===== config.mk =====
export PLATFORM = sky130hd
export DESIGN_NAME = dsp_vacc
export DESIGN_NICKNAME = d
export VERILOG_FILES = /design/src/rtl/dsp_vacc.sv
export SDC_FILE = /design/constraint.sdc
export NUM_CORES = 1
export LEC_CHECK = 0
export CAP_MARGIN = 5
export CORE_MARGIN = 2
export CORE_UTILIZATION = 54
export CTS_CLUSTER_DIAMETER = 50
export DETAILED_ROUTE_END_ITERATION = 16
export GPL_TIMING_DRIVEN = 0
export HOLD_SLACK_MARGIN = 0.02
export PLACE_DENSITY = 0.87
export SYNTH_ARGS = -nofsm -noshare
export SYNTH_HDL_FRONTEND = slang
export SYNTH_SLANG_ARGS = --single-unit

===== constraint.sdc =====
create_clock -name clk -period 4 [get_ports clk]
set_input_delay 0.4 -clock clk [delete_from_list [all_inputs] [get_ports clk]]
set_output_delay 0.4 -clock clk [all_outputs]
set_load 0.02 [all_outputs]

===== src/rtl/dsp_vacc.sv =====
// Multi-channel vector accumulator: sums N_CHAN interleaved channels over acc_len frames.
// Optional macro DSP_VACC_SAT_EN makes overflowing sums saturate instead of wrapping.
module dsp_vacc #(
  parameter int unsigned N_CHAN    = 4,
  parameter int unsigned IN_WIDTH  = 16,
  parameter int unsigned OUT_WIDTH = 32,
  parameter int unsigned LEN_WIDTH = 16,
  parameter string       IS_SIGNED = "TRUE"
) (
  input  logic                      clk,
  input  logic                      rst_n,
  input  logic                      ce,
  input  logic [IN_WIDTH-1:0]       din,
  input  logic                      sync,
  input  logic [LEN_WIDTH-1:0]      acc_len,
  output logic [OUT_WIDTH-1:0]      dout,
  output logic [$clog2(N_CHAN)-1:0] dout_chan,
  output logic                      dout_vld,
  output logic                      dout_last,
  output logic                      ovf
);

  localparam int unsigned CW  = $clog2(N_CHAN);
  localparam int unsigned MSB = OUT_WIDTH - 1;
  localparam bit          SGN = (IS_SIGNED == "TRUE");

  typedef enum logic {IDLE, RUN} state_t;

  state_t               state;
  logic [CW-1:0]        chan;
  logic [LEN_WIDTH-1:0] frm;
  logic [LEN_WIDTH-1:0] len_r;
  logic [OUT_WIDTH-1:0] acc [N_CHAN];

  logic                 s1_vld;
  logic [OUT_WIDTH-1:0] s1_din;
  logic [OUT_WIDTH-1:0] s1_acc;
  logic [CW-1:0]        s1_chan;
  logic                 s1_first;
  logic                 s1_last;

  // Position of the sample on din: sync forces channel 0 of frame 0 with a fresh length
  logic                 take;
  logic [CW-1:0]        cur_chan;
  logic [LEN_WIDTH-1:0] cur_frm;
  logic [LEN_WIDTH-1:0] cur_len;
  logic                 chan_wrap;
  logic [OUT_WIDTH-1:0] ext_din;

  always_comb begin
    take      = ce && (sync || (state == RUN));
    cur_chan  = sync ? '0 : chan;
    cur_frm   = sync ? '0 : frm;
    cur_len   = len_r;
    if (sync) cur_len = (acc_len == '0) ? LEN_WIDTH'(1) : acc_len;
    chan_wrap = (cur_chan == CW'(N_CHAN - 1));
    if (SGN) ext_din = OUT_WIDTH'($signed(din));
    else     ext_din = OUT_WIDTH'(din);
  end

  // S2 adder with overflow detection (and saturation when enabled)
  logic [OUT_WIDTH-1:0] acc_op;
  logic [OUT_WIDTH:0]   raw;
  logic [OUT_WIDTH-1:0] sum;
  logic                 s2_ov;

  always_comb begin
    acc_op = s1_first ? '0 : s1_acc;
    raw    = {1'b0, acc_op} + {1'b0, s1_din};
    if (SGN) s2_ov = (acc_op[MSB] == s1_din[MSB]) && (raw[MSB] != acc_op[MSB]);
    else     s2_ov = raw[OUT_WIDTH];
    sum = raw[OUT_WIDTH-1:0];
`ifdef DSP_VACC_SAT_EN
    if (s2_ov) begin
      if (SGN) sum = acc_op[MSB] ? {1'b1, {(OUT_WIDTH-1){1'b0}}} : {1'b0, {(OUT_WIDTH-1){1'b1}}};
      else     sum = '1;
    end
`endif
  end

  // Accumulator RAM holds no reset; every run starts with a first-frame overwrite
  always_ff @(posedge clk) begin
    if (ce && s1_vld) acc[s1_chan] <= sum;
  end

  always_ff @(posedge clk) begin
    if (!rst_n) begin
      state     <= IDLE;
      chan      <= '0;
      frm       <= '0;
      len_r     <= '0;
      s1_vld    <= 1'b0;
      s1_din    <= '0;
      s1_acc    <= '0;
      s1_chan   <= '0;
      s1_first  <= 1'b0;
      s1_last   <= 1'b0;
      dout      <= '0;
      dout_chan <= '0;
      dout_vld  <= 1'b0;
      dout_last <= 1'b0;
      ovf       <= 1'b0;
    end else begin
      dout_vld  <= 1'b0;
      dout_last <= 1'b0;
      if (ce) begin
        if (take) begin
          state <= RUN;
          len_r <= cur_len;
          chan  <= chan_wrap ? '0 : cur_chan + CW'(1);
          if (chan_wrap) frm <= (cur_frm == cur_len - LEN_WIDTH'(1)) ? '0 : cur_frm + LEN_WIDTH'(1);
          else           frm <= cur_frm;
        end
        s1_vld   <= take;
        s1_din   <= ext_din;
        s1_chan  <= cur_chan;
        s1_first <= (cur_frm == '0);
        s1_last  <= (cur_frm == cur_len - LEN_WIDTH'(1));
        // Write-first: the address being written by S2 this edge is read back as the new sum
        s1_acc   <= (s1_vld && (s1_chan == cur_chan)) ? sum : acc[cur_chan];
        if (s1_vld && s1_last) begin
          dout      <= sum;
          dout_chan <= s1_chan;
          dout_vld  <= 1'b1;
          dout_last <= (s1_chan == CW'(N_CHAN - 1));
        end
        if (sync)                 ovf <= 1'b0;
        else if (s1_vld && s2_ov) ovf <= 1'b1;
      end
    end
  end

endmodule


* Yosys cells after proc, flatten, opt, wreduce, memory -nomap -nowiden *
Memory sizes are Yosys's and may differ from the RTL's. A register that Yosys moved wholly into a read port is not among the register bits.
Cells that the tools add are included.

cells by class
  $add $sub $neg = 4
  equal/unequal tests = 5
  muxes and demuxes = 13
  reduce and logical (&&, ||, !) cells = 15

operator list
  cell                   number
  $mux 16                5
  $add 32x32->32         1
  $logic_not 16->1       2
  $mux 32                1
  $add 16x1->16 const B  1
  $eq 16x16->1           1
  $sub 16x1->16 const B  1
  $reduce_and 2->1       4
  $logic_and 1x1->1      5
  $mux 1                 5
  $eq 2x2->1 const B     2
  $mux 2                 2
  $reduce_and 3->1       1
  $add 2x1->2 const B    1
  $reduce_bool 2->1      1
  $eq 1x1->1             1
  $logic_not 1->1        1
  $logic_or 1x1->1       1
  $ne 1x1->1             1

word-level totals
  bits in registers = 93
  memory bits (writable) = 128
  input bits = 36
  output and inout port bits = 37
  word-level logic and storage cells = 52
  memories = 1

memory list
  memory  words  width  read ports  clocked after Yosys merged registers in  wr ports  RTL line  source
  acc     4      32     1           1                                        1         33        logic [OUT_WIDTH-1:0] acc [N_CHAN];

* Depth between registers and ports, before layout *
Gate-level depths: netlist of the first run.

  word-level depth = 7
  depth in mapped cells = 18
  mapped depth without buffers = 14

* Worst setup path after synthesis of the first run *
Ideal clock, no wire load.

  path type = input port to flip-flop
  start = in sync
  end = reg frm[3]
  library setup time = 0.122 ns
  arrival time = 3.935 ns
  data required time = 3.878 ns
  slack = -0.057 ns
  stages on the path = 17
  path through = buf_2 buf_2 buf_2 buf_2 clkbuf_1 clkbuf_1 mux2i_1 ha_1 nor3b_1 xnor2_1 mux2i_1 or3_1 a2111oi_4 o2111ai_2 buf_6 a32oi_1 o21ai_1

on the way
  cells in the longest elaborated chain, start to end = 5
  elaborated cells between the ends (all ways) = 12

RTL lines
  what                   RTL line  source
  from (decl)            14        input logic sync,
  $mux 16                55        if (sync) cur_len = (acc_len == '0) ? LEN_WIDTH'(1) : acc_len;
  $sub 16x1->16          111       if (chan_wrap) frm <= (cur_frm == cur_len - LEN_WIDTH'(1)) ? '0 : cur_frm + LEN_WIDTH'(1);
  $eq 16x16->1           111
  $mux 16 (2 in series)  111
  to (signal assigned)   111
  to (signal assigned)   112       else frm <= cur_frm;
  to (decl)              31        logic [LEN_WIDTH-1:0] frm;

Parallel ways exist; a longest one is shown, timed or not.
A chain may end at the register's enable or synchronous reset.

* Worst setup path in the final report of the first run *
  start = in acc_len[11]
  end = reg frm[13]

on the way
  cells in the longest elaborated chain, start to end = 7

RTL lines
  what                       RTL line  source
  from (decl)                15        input logic [LEN_WIDTH-1:0] acc_len,
  $logic_not 16->1           55
  $mux 16 (*) (2 in series)  55
  $sub 16x1->16 (*)          111
  $eq 16x16->1 (*)           111
  $mux 16 (*) (2 in series)  111

Every way passes the cells marked *; elsewhere a longest branch is shown, timed or not.

==> run_results.csv, run 1 <==
group,metric,value,unit
critical_path,cp_max_fo,10,
routing,drt_iter0_drc,1400,
routing,vias_per_cell,6.50,
hold_path,hold_class,"input port to register",
critical_path,slowest_stage,"clkdlybuf4s50_1",
run_status,status,"completed",
placement,io_buffers,72,
grt,grt_overflow,0,
power,switching_power,0.00166,W
clocking,tritoncts,"yes",
die,chipWidth,156,microns
yosys,ys_ff_latch,253,
clocking,insertion_delay,0.55,ns
die,ioPinCount,73,
power,p_int,0.00463,W
clocking,cts-root-buf,"clkbuf_16",
yosys,yosys_warnings,0,
placement,routabilityCongestion,0.977,
power,powerDensity,422,nW/um^2
cells_and_area,synthToLayoutAreaGrowth,19.2,%
routing,drc_errors,0,
routing,vias,10900,
yosys,synth_fp_nets,1328,
routing,firstDrtPassIters,5,
yosys,ys_seq_area_share,50.7,%
critical_path,reg2reg_setup_slack,0.14,ns
grt,antenna_found_initial,0,
clocking,cts_buffer_depth,3,
clocking,clk_pin_slew,0.07,ns
yosys,synth_cells,1256,
yosys,avgSynthCellArea,9.96,sq um
cells_and_area,layout-drive-gt1-share,7.70,%
grt,grt_pass1_wl,56900,microns
sta,fin_crit,3.88,ns
sta,timing.final.crit_share,97.1,%
power,vdd_drop_max,0.306,mV
die,std_cell_rows,55,
cells_and_area,fin_nets,1441,
sta,final.setup.tns,0,ns
die,core_area,22700,sq um
power,power.leakage,5.36,nW
yosys,synth-edff-count,128,
grt,grt_use_total,30.0,%
cells_and_area,fillers,1717,
hold_path,min_from,"acc_len[3]",
power,pwr-share-seq,45.7,%
clocking,cts_hold_buf,0,
grt,grt_max_degree,21,
sta,fmax,258,MHz
critical_path,cp.required,4.42,ns
critical_path,worstReg2RegEnd,"acc[3][31]",
critical_path,startpoint_type,"input port",
power,switching_share,26.4,%
routing,wl,37300,microns
die,die_y,156,microns
sta,slew_headroom,32.1,%
sta,finalHoldViolCount,0,
sta,setup_viol,0,
clocking,numCtsBuffers,29,
critical_path,critPathKind,"input port to register",
clocking,htree_levels,1,
yosys,synth_ff_type,"edfxtp_1",
power,total_power,0.00629,W
die,start_util,55.1,%
cells_and_area,antennaDiodeCount,0,
critical_path,slowest_delay,0.49,ns
die,dieArea,24400,sq um
yosys,yosysUniqueCellTypes,78,
yosys,netlist_top_cells_area,"edfxtp_1 (31%), dfxtp_1 (20%), nand2_1 (4.2%)",
sta,skew,0.0162,ns
critical_path,crit_chain,"clkdlybuf4s50_1 > nor4_2 > nand4_2 > o31ai_2 > o21ai_0 > ha_2 > a2bb2oi_1 > o211ai_1 > nand2_1 > nand3_1 > or3_1 > a2111oi_4 > o2111ai_4 > buf_6 > a31oi_1 > o31ai_1",
sta,worst_pin_slew,1.01,ns
yosys,async_flop_share,0,%
critical_path,r2r_cells,13,
clocking,numClockSinks,253,
grt,grt_pass1_vias,10300,
routing,wire_per_inst,22.2,microns
routing,drtAntennaViolNets,0,
run,maxCapViolCount,0,
critical_path,rr_startpoint,"s1_first",
hold_path,whs_endpoint,"len_r[3]",
critical_path,endpoint_kind,"register",
sta,drv_slew,0,
power,clkPwrFrac,41.9,%
yosys,synth_area,12500,sq um
yosys,synthDominantCellAreaShare,30.7,%
placement,place_hpwl,25400,microns
yosys,synth.largest_area_cell,"edfxtp_1",
power,p_comb_share,12.4,%
critical_path,worst_ep_arrival_time,4.31,ns
hold_path,holdPathStages,3,
-- power by group through the flow --
stage	Clock, W	Combinational, W	Sequential (W)
after floorplan	0	0.000491	0.00291
final	0.00264	0.000782	0.00287
after CTS	0.00264	0.000755	0.00287
after global placement	0	0.000707	0.00292
after global routing	0.00275	0.000833	0.00288
after detailed placement	0	0.000733	0.00292
-- worst max path at each step --
stage | cells past startpoint | end | from | slack (ns)
after floorplan | 17 | frm[3] | sync | 0.02
after global placement | 5 | acc[0][25] | ce | -2.50
after detailed placement | 18 | frm[3] | sync | -1.53
after CTS | 11 | acc[2][31] | s1_din[15] | 0.01
after global routing | 16 | frm[13] | acc_len[7] | -0.02
final | 16 | frm[13] | acc_len[11] | 0.12
-- timing repair --
action,4_1_cts,5_1_grt
gates resized for setup,22,16
pin swaps,2,2
setup endpoints to repair,34,42
buffers inserted,2,2
-- cells by family (layout without fill, tap and decap cells) --
group / count (synthesis) / in the layout / share of synthesized area, %
adders and majority gates: 36 / 36 / 3.66
DFF: 253 / 253 / 50.7
and+or+nand+nor: 440 / 440 / 17.5
muxes: 29 / 29 / 2.33
buffers and inverters: 103 / 237 / 3.21
AOI/OAI and AO/OA: 341 / 341 / 18.8
xor gates and xnor gates: 54 / 54 / 3.78
-- routing by layer --
metal	part of all wire, %	vias up	GRT usage [%]
li1	-	4894	-
met3	9.3	114	4.54
met1	40	5220	40.5
met4	3.4	0	10.4
met5	0	-	0
met2	47	667	49.6
-- cells in the mapped netlist, types with 4 or more instances --
master and number:
nor4b_1 5, nor3b_1 6, o21ai_0 51, mux2i_1 28, a22o_1 32, a21o_1 7, o211ai_1 8, ha_1 35
nand2b_1 14, nor4_1 10, nor2_1 94, buf_1 8, or3_1 7, a21oi_1 91, xor2_1 15, edfxtp_1 128
inv_1 20, o21bai_1 7, xnor2_1 39, buf_2 6, a2111oi_0 4, nor3_1 29, nand3_1 28, and3_1 7
a31oi_1 8, nand2_1 141, clkbuf_1 65, nand4_1 9, dfxtp_1 125, nor2b_1 66, a211oi_1 55, a311oi_1 30
o31ai_1 8
-- layout by cell type, fill, tap and decap left out, types with 9 or more instances in the layout --
| cell | synthesis | routed |
|---|---|---|
| nor2_1 | 94 | 93 |
| mux2i_1 | 28 | 27 |
| edfxtp_1 | 128 | 128 |
| dfxtp_1 | 125 | 124 |
| nand2b_1 | 14 | 13 |
| ha_1 | 35 | 34 |
| nor2b_1 | 66 | 66 |
| a211oi_1 | 55 | 54 |
| a311oi_1 | 30 | 30 |
| a22o_1 | 32 | 32 |
| xor2_1 | 15 | 15 |
| clkbuf_1 | 65 | 64 |
| clkbuf_16 | 0 | 29 |
| xnor2_1 | 39 | 38 |
| o21ai_0 | 51 | 50 |
| a21oi_1 | 91 | 91 |
| nor3_1 | 29 | 27 |
| nand4_1 | 9 | 9 |
| inv_1 | 20 | 20 |
| nand3_1 | 28 | 28 |
| clkdlybuf4s50_1 | 0 | 69 |
| nand2_1 | 141 | 141 |
-- final cells by class --
type	instances	area [sq um]	area share, %
buffer	78	353	2.37
clock buffer	37	786	5.27
clock inverter	15	176	1.18
inverter	23	86.3	0.579
multi-input combinational	900	5890	39.5
sequential	253	6350	42.6
tap	285	357	2.39
timing repair buffer	84	917	6.15
-- metrics by stage --
stage          instances  hold WS (ns)  setup WS, ns  util [%]  cell area [sq um]
4_1_cts             1674         0.461        0.0131      65.4              14900
3_5_place_dp        1621         0.447         -1.53      60.7              13800
3_3_place_gp        1613         0.442         -2.50      59.9              13600
6_report            1675         0.278         0.118      65.7              14900
5_1_grt             1675         0.285       -0.0247      65.7              14900
2_1_floorplan       1256         0.437        0.0205         -              12500
-- registers in the layout (all words and copies together) (netlist names) --
| name | cells |
|---|---|
| acc | 128 |
| chan | 2 |
| frm | 16 |
| dout_last | 1 |
| s1_acc | 32 |
| dout | 32 |
| len_r | 16 |
| dout_vld | 1 |
| s1_chan | 2 |
| s1_din | 16 |
| s1_vld | 1 |
| s1_first | 1 |
| state | 1 |
| ovf | 1 |
| dout_chan | 2 |
| s1_last | 1 |
-- critical path: cells and delay by family --
family	cells	cell delay (ns)
adders and majority gates	1	0.33
AOI/OAI and AO/OA	8	1.68
and+or+nand+nor	5	1.19
buffers and inverters	2	0.70
Power figures use the tool's default switching activity.
==> inputs of run 2 (changes only) <==
- CORE_UTILIZATION: 54 -> 56
- CTS_BUF_LIST: unset -> sky130_fd_sc_hd__clkbuf_8
- PLACE_DENSITY: 0.87 -> 0.9
==> run 2 against run 1 <==
Net effect:
- clock power down 6%
- hold slack better by 0.0030 ns
- non-clock buffer count down 3
- utilization up 1.8 points
- critical path depth down 3
- sequential power about the same
- sequential share of layout area up 0.38 points
- count of clock-buffer cells in the layout up 7
- critical path type is now register to register
- largest power group unchanged
- first-iteration DRC count down 16%
- setup slack better by 0.036 ns
- fmax up 0.95%
==> run_results.csv, run 2 (synthesis gave the netlist of run 1 again) <==
group,metric,value,unit
routing,wl,36700,microns
die,die_y,153,microns
power,powerDensity,414,nW/um^2
routing,drtAntennaViolNets,0,
die,ioPinCount,73,
cells_and_area,layout_common_cells,"nand2_1 (141), edfxtp_1 (128), dfxtp_1 (124)",
run_status,status,"completed",
grt,groute.layer.met1.usage,40.7,%
placement,routabilityCongestion,0.971,
critical_path,endpoint_kind,"register",
die,core_area,21900,sq um
cells_and_area,antennaDiodeCount,0,
grt,grt_use_total,30.4,%
sta,drv_slew,0,
sta,worst_pin_slew,0.886,ns
sta,fmax,260,MHz
sta,skew,0.0227,ns
clocking,htree_levels,2,
run,maxCapViolCount,0,
routing,drc_errors,0,
routing,drt_iter0_drc,1178,
grt,grt_pass1_vias,10600,
grt,grt_max_degree,22,
routing,wire_per_inst,21.7,microns
critical_path,startpoint_type,"register",
critical_path,critPathKind,"register to register",
critical_path,critPathTopFamily,"compound AO/OA/AOI/OAI gates",
cells_and_area,post-route-util,67.5,%
critical_path,slowest_delay,0.52,ns
critical_path,cp.required,4.50,ns
placement,dpl_cell_area,13800,sq um
sta,layout_setup_ws,0.154,ns
clocking,numClockSinks,253,
cells_and_area,fin_nets,1451,
die,dieArea,23600,sq um
die,start_util,57.2,%
sta,rsz0062_at_grt,"false",
sta,worst_hold_slack,0.281,ns
cells_and_area,synthToLayoutAreaGrowth,18.1,%
cells_and_area,top_register,"acc",
grt,grt_pass1_wl,57100,microns
placement,dpl_worst_slack,-1.57,ns
cells_and_area,layout-drive-gt1-share,8.51,%
sta,fin_crit,3.85,ns
critical_path,worst_ep_arrival_time,4.35,ns
die,std_cell_rows,54,
power,vdd_drop_max,0.259,mV
cells_and_area,finalInstanceArea,14800,sq um
routing,vias_per_cell,6.43,
sta,setup_viol,0,
grt,grt_overflow,0,
cells_and_area,largest_reg_flops,128,
clocking,cts_hold_buf,0,
critical_path,cp_max_fo,10,
placement,io_buffers,72,
grt,met3_usage,5.83,%
clocking,cts-root-buf,"clkbuf_8",
hold_path,hold_class,"input port to register",
clocking,numCtsBuffers,42,
routing,firstDrtPassIters,6,
clocking,cts_buffer_depth,3,
grt,use_met2,48.5,%
die,chipWidth,153,microns
critical_path,critPathBufInv,2,
sta,finalHoldViolCount,0,
routing,vias,10900,
critical_path,crit_chain,"clkbuf_2 > nor2b_1 > ha_1 > clkbuf_1 > nand2_1 > o21ai_0 > nand3_1 > a21oi_1 > nor4b_1 > o21ai_0 > nand2_1 > o311ai_4 > a22o_1",
clocking,tritoncts,"yes",
power,power.leakage,5.36,nW
clocking,clk_pin_slew,0.06,ns
grt,grt.busiest_layer,"met2",
cells_and_area,final_common_cell,"nand2_1",
sta,timing.final.crit_share,96.1,%
critical_path,slowest_stage,"o311ai_4",
clocking,insertion_delay,0.57,ns
sta,slew_headroom,40.9,%
placement,place_hpwl,25000,microns
cells_and_area,reg.largest.list,"acc x128, dout x32, s1_acc x32",
grt,antenna_found_initial,0,
run 2: changes by cell type in the layout (fill, tap and decap cells not counted), moves of 4 or more:
cell	delta
clkbuf_1	-4
clkbuf_16	-29
clkbuf_8	+39
clkinv_1	+5
clkinv_2	+4
inv_1	+8
run 2: metal layers:
metal | vias to the layer above | part of all wire [%]
met1 | 5178 | 40
met5 | - | 0
met4 | 0 | 3.9
li1 | 4909 | -
met2 | 662 | 46
met3 | 122 | 10
run 2: area by class of cell:
cell class | count | area, sq um
fill | 1612 | 7110
tap | 280 | 350
clock buffer | 44 | 606
buffer | 77 | 328
clock inverter | 31 | 285
sequential | 253 | 6350
timing repair buffer | 82 | 871
inverter | 23 | 86.3
multi-input combinational | 900 | 5910
run 2: worst paths after layout:
path | from | depth (start not counted) | end | slack, ns
worst max-delay path | s1_first | 13 | dout[30] | 0.15
worst min-delay path | acc_len[3] | 3 | len_r[3] | 0.28
worst max register to register | s1_first | 13 | dout[30] | 0.15
worst min register to register | chan[1] | 2 | chan[1] | 0.47
run 2: worst min-delay path: stages:
cell	delay, ns
dlymetal6s2s_1	0.22
nand2_1	0.10
a21oi_1	0.06
run 2: power by group:
part | internal [W] | switching, W
clock network | 0.00136 | 0.00111
logic | 0.000265 | 0.000509
registers | 0.00283 | 0.0000450
run 2: repair_timing:
item	CTS	global route
buffers inserted	0	2
resized for setup	17	20
setup endpoints to repair	29	35
pin swaps	2	2
run 2: through the flow:
step	power, W	setup TNS, ns	std cells
floorplan	0.00340	0	1256
global placement	0.00362	-201.50	1608
detailed placement	0.00365	-27.57	1616
CTS	0.00610	0	1690
global route	0.00629	0	1690
finish	0.00612	0	1690
==> inputs of run 3 (changes only) <==
- ABC_CLOCK_PERIOD_IN_PS: unset -> 4000
- CORE_MARGIN: 2 -> unset
==> run 3 against run 2 <==
Net effect:
- hold slack better by 0.17 ns
- count of clock-buffer cells in the layout is 7 higher
- sequential share of layout area hardly changed
- fmax is 1.5% lower
- die area is 2.6% lower
- first-iteration DRC count is 28% higher
- critical path depth is 1 lower
- highest routed layer unchanged
==> run_results.csv, run 3 (synthesis gave the netlist of run 1 again) <==
group,metric,value,unit
routing,drt_iter0_drc,1510,
hold_path,holdPathStages,3,
cells_and_area,final_common_cell,"nand2_1",
die,ioPinCount,73,
placement,io_buffers,72,
cells_and_area,multi_input_comb_area,5940,sq um
die,dieArea,22900,sq um
die,die_y,151,microns
placement,routabilityCongestion,0.919,
placement,place_hpwl,25900,microns
critical_path,worst_ep_arrival_time,4.38,ns
critical_path,r2r_cells,12,
cells_and_area,synthToLayoutAreaGrowth,18.2,%
critical_path,endpoint_kind,"register",
sta,final.setup.tns,0,ns
clocking,htree_levels,2,
die,core_area,21900,sq um
power,power.leakage,5.37,nW
sta,finalHoldViolCount,0,
run_status,status,"completed",
grt,grt_pass1_wl,57000,microns
clocking,cts-root-buf,"clkbuf_8",
cells_and_area,fin_nets,1450,
hold_path,hold_class,"input port to register",
cells_and_area,post-route-util,67.6,%
clocking,numCtsBuffers,43,
grt,grt_max_degree,21,
routing,wire_per_inst,22.4,microns
cells_and_area,largest_reg_flops,128,
run,maxCapViolCount,0,
sta,timing.final.crit_share,97.6,%
cells_and_area,layout.cells.non_filler,1692,
cells_and_area,layout-drive-gt1-share,8.29,%
cells_and_area,antennaDiodeCount,0,
clocking,tritoncts,"yes",
clocking,numClockSinks,253,
clocking,clk_pin_slew,0.07,ns
cells_and_area,reg.largest.list,"acc x128, dout x32, s1_acc x32",
critical_path,startpoint_type,"register",
sta,fin_crit,3.91,ns
critical_path,cp.required,4.47,ns
sta,skew,0.0438,ns
routing,firstDrtPassIters,5,
die,std_cell_rows,54,
clocking,cts_buffer_depth,3,
sta,setup_viol,0,
sta,worst_pin_slew,0.968,ns
grt,antenna_found_initial,0,
cells_and_area,top_register,"acc",
clocking,postCtsSetupBuffers,0,
critical_path,cp_max_fo,10,
cells_and_area,fillers,1592,
clocking,insertion_delay,0.58,ns
routing,wl,37800,microns
sta,slew_headroom,35.0,%
cells_and_area,finalInstanceArea,14800,sq um
sta,fmax,256,MHz
routing,vias_per_cell,6.53,
cells_and_area,seq_area,6350,sq um
routing,vias,11000,
grt,grt_use_total,32.8,%
routing,drc_errors,0,
power,vdd_drop_max,0.274,mV
cells_and_area,layout_common_cells,"nand2_1 (141), edfxtp_1 (128), dfxtp_1 (124)",
die,chipWidth,151,microns
die,start_util,57.2,%
placement,placedCellCount,1616,
power,powerDensity,404,nW/um^2
sta,drv_slew,0,
critical_path,critPathKind,"register to register",
grt,grt_overflow,0,
routing,drtAntennaViolNets,0,
grt,grt_pass1_vias,10500,
placement,dpl_cell_area,13800,sq um
## run 3: report_power, final
group | internal, W | total [W] | switching, W
combinational | 0.000269 | 0.000798 | 0.000529
sequential | 0.00283 | 0.00287 | 0.0000445
clock | 0.00123 | 0.00231 | 0.00108
## run 3: cell type report
class                           instances  share of cell area, %
Timing Repair Buffer                   80                   5.97
Sequential cell                       253                   42.9
Buffer                                 77                   2.31
Clock inverter                         28                   1.01
Multi-Input combinational cell        900                   40.1
Inverter                               23                  0.584
Tap cell                              280                   2.37
Clock buffer                           51                   4.74
## run 3: critical path: stages (launching register included)
cell and delay (ns):
dfxtp_1 0.51, clkbuf_2 0.31, nor2b_1 0.10, ha_1 0.36, a2111oi_2 0.49, o21ai_1 0.28, a31oi_2 0.40, o21ai_0 0.19
a2111oi_0 0.41, nor3_1 0.15, xnor2_2 0.33, a21oi_1 0.11, a21oi_1 0.17
## run 3: metal layers
| metal | vias up | part of all wire, % | GRT usage, % |
|---|---|---|---|
| li1 | 4912 | - | - |
| met1 | 5184 | 38 | 43.8 |
| met2 | 821 | 45 | 52.1 |
| met3 | 129 | 12 | 6.80 |
| met4 | 0 | 3.9 | 13.6 |
| met5 | - | 0 | 0 |
## run 3: worst paths after layout
kind	start	endpoint	slack, ns
worst max-delay path	s1_first	s1_acc[19]	0.09
worst min-delay path	din[6]	s1_din[6]	0.45
worst max register to register	s1_first	s1_acc[19]	0.09
worst min register to register	dout[1]	dout[1]	0.47
## run 3: stage by stage
stage / hold slack, ns / worst slack [ns] / power [W]
5_1_grt: 0.458 / -0.00644 / 0.00614
6_report: 0.448 / 0.0942 / 0.00598
2_1_floorplan: 0.437 / 0.0205 / 0.00340
3_3_place_gp: 0.444 / -2.38 / 0.00363
3_5_place_dp: 0.458 / -1.58 / 0.00366
4_1_cts: 0.450 / 0.0404 / 0.00592
## run 3: what timing repair did
item / 4_1_cts / 5_1_grt
hold buffers: 0 / 0
gates cloned: 0 / 0
setup endpoints to repair: 67 / 50
gates resized for setup: 26 / 15
pin swaps: 2 / 2
